File: config.mk
export PLATFORM = sky130hd
export DESIGN_NAME = seg7_display
export DESIGN_NICKNAME = d
export VERILOG_FILES = /design/src/rtl/seg7_pkg.sv /design/src/rtl/bcd_to_seg7.sv /design/src/rtl/seg7_display.sv
export SDC_FILE = /design/constraint.sdc
export NUM_CORES = 1
export LEC_CHECK = 0
export ABC_AREA = 1
export CORE_MARGIN = 4
export CORE_UTILIZATION = 50
export DETAILED_ROUTE_END_ITERATION = 12
export GPL_TIMING_DRIVEN = 0
export PLACE_DENSITY = 0.78
export SLEW_MARGIN = 20
export SYNTH_ARGS = -nofsm -noshare
export SYNTH_HDL_FRONTEND = slang
export SYNTH_SLANG_ARGS = --single-unit
File: constraint.sdc
create_clock -name clk -period 1.8 [get_ports clk]
set_input_delay 0.27 -clock clk [delete_from_list [all_inputs] [get_ports clk]]
set_output_delay 0.27 -clock clk [all_outputs]
set_load 0.005 [all_outputs]
File: src/rtl/seg7_pkg.sv
// Shared constants for the four-digit seven-segment scan driver.
// Segment patterns are active-low {g,f,e,d,c,b,a}; enables are active-low.
package seg7_pkg;

    localparam logic [6:0] SEG_0     = 7'b1000000;
    localparam logic [6:0] SEG_1     = 7'b1111001;
    localparam logic [6:0] SEG_2     = 7'b0100100;
    localparam logic [6:0] SEG_3     = 7'b0110000;
    localparam logic [6:0] SEG_4     = 7'b0011001;
    localparam logic [6:0] SEG_5     = 7'b0010010;
    localparam logic [6:0] SEG_6     = 7'b0000010;
    localparam logic [6:0] SEG_7     = 7'b1111000;
    localparam logic [6:0] SEG_8     = 7'b0000000;
    localparam logic [6:0] SEG_9     = 7'b0010000;
    localparam logic [6:0] SEG_BLANK = 7'b1111111;

    localparam logic [3:0] DIG_ONES      = 4'b1110;
    localparam logic [3:0] DIG_TENS      = 4'b1101;
    localparam logic [3:0] DIG_HUNDREDS  = 4'b1011;
    localparam logic [3:0] DIG_THOUSANDS = 4'b0111;
    localparam logic [3:0] DIG_OFF       = 4'b1111;

    typedef enum logic [1:0] {
        SEL_ONES      = 2'd0,
        SEL_TENS      = 2'd1,
        SEL_HUNDREDS  = 2'd2,
        SEL_THOUSANDS = 2'd3
    } sel_e;

endpackage

File: src/rtl/bcd_to_seg7.sv
// Combinational BCD to active-low seven-segment decoder.
// Non-BCD codes blank the digit.
module bcd_to_seg7
    import seg7_pkg::*;
(
    input  logic [3:0] bcd_i,
    output logic [6:0] seg_o
);

    always_comb begin
        seg_o = SEG_BLANK;
        case (bcd_i)
            4'd0:    seg_o = SEG_0;
            4'd1:    seg_o = SEG_1;
            4'd2:    seg_o = SEG_2;
            4'd3:    seg_o = SEG_3;
            4'd4:    seg_o = SEG_4;
            4'd5:    seg_o = SEG_5;
            4'd6:    seg_o = SEG_6;
            4'd7:    seg_o = SEG_7;
            4'd8:    seg_o = SEG_8;
            4'd9:    seg_o = SEG_9;
            default: seg_o = SEG_BLANK;
        endcase
    end

endmodule

File: src/rtl/seg7_display.sv
// Time-multiplexed four-digit common-anode display driver.
// Refresh counter top bits pick the digit; outputs are registered.
module seg7_display
    import seg7_pkg::*;
#(
    parameter int CNT_WIDTH = 18
) (
    input  logic       clk,
    input  logic       rst,
    input  logic [3:0] ones,
    input  logic [3:0] tens,
    input  logic [3:0] hundreds,
    input  logic [3:0] thousands,
    output logic [3:0] digit,
    output logic [6:0] number
);

    logic [CNT_WIDTH-1:0] cnt_q;
    logic [CNT_WIDTH-1:0] cnt_d;
    logic [3:0]           digit_q;
    logic [3:0]           digit_d;
    logic [6:0]           number_q;
    logic [6:0]           number_d;
    sel_e                 sel;
    logic [3:0]           bcd_sel;

    assign cnt_d = cnt_q + 1'b1;
    assign sel   = sel_e'(cnt_q[CNT_WIDTH-1 -: 2]);

    // Enable and segment value are derived from the same index so they
    // always land on the same edge.
    always_comb begin
        bcd_sel = ones;
        digit_d = DIG_ONES;
        case (sel)
            SEL_ONES: begin
                bcd_sel = ones;
                digit_d = DIG_ONES;
            end
            SEL_TENS: begin
                bcd_sel = tens;
                digit_d = DIG_TENS;
            end
            SEL_HUNDREDS: begin
                bcd_sel = hundreds;
                digit_d = DIG_HUNDREDS;
            end
            SEL_THOUSANDS: begin
                bcd_sel = thousands;
                digit_d = DIG_THOUSANDS;
            end
            default: begin
                bcd_sel = ones;
                digit_d = DIG_ONES;
            end
        endcase
    end

    bcd_to_seg7 u_dec (
        .bcd_i (bcd_sel),
        .seg_o (number_d)
    );

    always_ff @(posedge clk) begin
        if (rst) begin
            cnt_q    <= '0;
            digit_q  <= DIG_OFF;
            number_q <= SEG_BLANK;
        end else begin
            cnt_q    <= cnt_d;
            digit_q  <= digit_d;
            number_q <= number_d;
        end
    end

    assign digit  = digit_q;
    assign number = number_q;

endmodule

==> summary.md <==
| Metric | Value |
|---|---|
| Cell area after placement | `0.00177 mm2` |
| Async SR Flop Fraction | `0%` |
| Chip height | `61.9 um` |
| Clock Pin Slew Worst Setup and Hold Paths | `80 ps` |
| Final TNS setup | `0 ps` |
| Logic pwr share | `11.8%` |
| CP cell instances | `buf_6 -> buf_12 -> nor2_8 -> inv_2 -> nor2_1 -> nor2_4 -> inv_1 -> ha_1 -> or2_2 -> nand2_1` |
| Max Freq | `slightly below 600 MHz` |
| Avg Cell Area, Syn | `7.11 um2` |
| Hpwl dp | `~2400 um` |
| Detail Route Antenna Nets | `0` |
| CP Launch Type | `flip-flop` |
| #FFs+latches synth | `29` |
| Share of layout cells above drive strength 1 | `11.4%` |
| Clock tree sinks | `29` |
| Worst-Skew Late Latency | `320 ps` |
| VDD IR-drop max | `0.623 mV` |
| Period Utilization, post-route | `94.8%` |
| Crit path required time | `2070 ps` |
| Number of max-cap violations | `0` |
| Actual slew at the worst max-slew pin | `roughly 530 ps` |
| Top-area cell type share of the netlist area | `roughly 40%` |
| Post-synthesis cell area | `approximately 0.0015 mm2` |
| Most common cell in the netlist | `nand2_1` |
| CTS tree | `built` |
| Routed WL per cell | `11.4 um` |
| Buf/Inv on CP | `4` |
| Post-Syn Instances | `204` |
| Pins Over Slew Limit | `0` |
| Vias in the first global route | `roughly 1100` |
| CP Capture Type | `flip-flop` |
| Drt total wl | `approximately 3200 um` |
| Io pins | `29` |
| Synthesized Nets | `226` |
| Synth unique cells | `23` |
| Synth Warn # | `0` |
| Slowest CP cell | `dfxtp_1` |
| Area contributors post-synth | `dfxtp_1, nand2_1, nand3_1, nor2_1, inv_1` |
| Worst r2r src | `cnt_q[17]$_SDFF_PP0_` |
| Die area | `0.00383 mm2` |
| Drt pass-1 iters | `4` |
| Hold Buf Count CTS | `0` |
| CORE AREA | `between 0.002 and 0.003 mm2` |
| PwrDens | `621 mW/mm2` |
| First-pass GRT wire length | `~5000 um` |
| # H-tree levels | `2` |
| Worst path max stage delay | `310 ps` |
| Clock share of power | `a little under a third` |
| Ys flop type | `dfxtp_1` |
| Antenna violations before repair | `0` |
| RD Place Congestion | `approximately 0.84` |
| Top post-synthesis cells by count | `nand2_1, dfxtp_1, nand3_1, nor2_1, inv_1` |
| DR vias | `1420` |
| Status | `finished, final reports clean` |
| Starting density of the core | `52.6%` |
| Cell Rows | `19` |
| Hold Path Class | `flip-flop to flip-flop` |
| Max transition margin | `64.5%` |
| Hold Path Origin | `cnt_q[14]$_SDFF_PP0_` |
| Setup crit start | `cnt_q[17]$_SDFF_PP0_` |
| Period minus WS final | `1710 ps` |
| Number of synthesized flops with an enable pin | `0` |
| Largest net degree at the start of global routing | `11` |
| DR iter-0 viols | `38` |
| Ant diodes | `0` |
| CTS Buf Count | `5` |
| Worst Hold Margin | `489 ps` |
| Max Clock Skew | `4.73 ps` |
| Residual DRC count | `0` |
| Int Power | `0.895 mW` |
| Global-route usage over all layers | `18.4%` |
| Synthesis-to-finish area growth | `29.5%` |
| Largest delay contributor family on the critical path | `simple AND/OR/NAND/NOR gates` |
| Sequential power share | `~57%` |
| Final hold violation count | `0` |
| NetSw | `around 0.27 mW` |
| Root Buffer | `clkbuf_4` |
| Vias per inst | `5.14` |
| Overall Power | `1.17 mW` |
| Sw Share | `23.3%` |
| Die span in x | `61.9 um` |
| Total grt overflow | `0` |
| Final setup vio count | `0` |
| Critical Path Fanout Max | `4` |
| Arr. time, crit path | `1980 ps` |
| Post-synthesis sequential area ratio | `approximately two fifths` |
| Fin nets | `about 270` |
| Critical path class | `flip-flop to flip-flop` |
| Clk buf depth | `2` |
| Leak | `0.709 nW` |
| IO Port Bufs | `28` |
| Final instance area | `0.00188 mm2` |
| Leading area contributor after synthesis | `dfxtp_1` |
[metrics by stage]
step / instances / utilization, % / setup WS [ps]
5_1_grt: 276 / 68.1 / -1.12
3_5_place_dp: 263 / 64.2 / -57.8
2_1_floorplan: 204 / - / 197
3_3_place_gp: 263 / 64.2 / -45.0
4_1_cts: 271 / 66.0 / 13.5
6_report: 276 / 68.1 / 94.3
[what timing repair did]
action | CTS | global route
setup endpoints to repair | 0 | 7
gates resized for setup | 0 | 4
buffers inserted | 0 | 5
[state kept, by name (all words and copies together) (netlist names)]
| register | cells |
|---|---|
| number | 7 |
| digit | 4 |
| cnt_q | 18 |
[final timing paths]
kind	end	slack, ps	cells after the start
worst max-delay path	number[1]$_SDFF_PP1_	90	10
worst min-delay path	cnt_q[14]$_SDFF_PP0_	490	2
worst max register to register	number[1]$_SDFF_PP1_	90	10
worst min register to register	cnt_q[14]$_SDFF_PP0_	490	2
[power groups by stage]
stage                     Clock (mW)  Combinational (mW)  Sequential, mW
after floorplan                    0              0.0589           0.684
after global placement             0               0.135           0.683
after detailed placement           0               0.136           0.683
after CTS                      0.378               0.137           0.668
after global routing           0.408               0.153           0.672
final                          0.360               0.138           0.669
[cell families (layout without fill, tap and decap cells)]
| kind of cell | Yosys count | after routing | synth area share, % |
|---|---|---|---|
| XOR/XNOR | 1 | 1 | 0.604 |
| AND/OR/NAND/NOR | 128 | 128 | 41.7 |
| AO/OA/AOI/OAI | 18 | 18 | 6.98 |
| buffers and inverters | 24 | 65 | 7.24 |
| adder cells (fa/ha/maj) | 4 | 4 | 3.45 |
| flip-flops | 29 | 29 | 40.0 |
[cells in the final DEF, fill, tap and decap left out, types with 6 or more instances in the layout]
cell type,synthesis,final
a21oi_1,11,11
clkdlybuf4s50_1,0,28
dfxtp_1,29,28
inv_1,18,17
nand2_1,51,51
nand3_1,26,26
nand4_1,6,6
nor2_1,26,24
nor3_1,7,7
[per-layer routing]
layer	wire, um	vias up	global-route usage [%]
met5	0	-	0
met4	44	0	9.09
met3	219	5	5.79
met2	1440	38	26.2
met1	1460	629	25.0
li1	-	748	-
[layout make-up]
class	instances	area [um2]
fillers	260	878
multi-input cells	151	771
flip-flops and latches	29	582
repair buffers	33	330
inverters	20	78.8
clock buffers	8	48.8
well taps	31	38.8
plain buffers	4	30.0
[tightest hold or removal path: cells and delay by family (launching register included)]
family	cells	cell delay, ps
DFF	1	330
buffers and inverters	1	70
AOI/OAI and AO/OA	1	50
(Power assumes the default switching activity.)
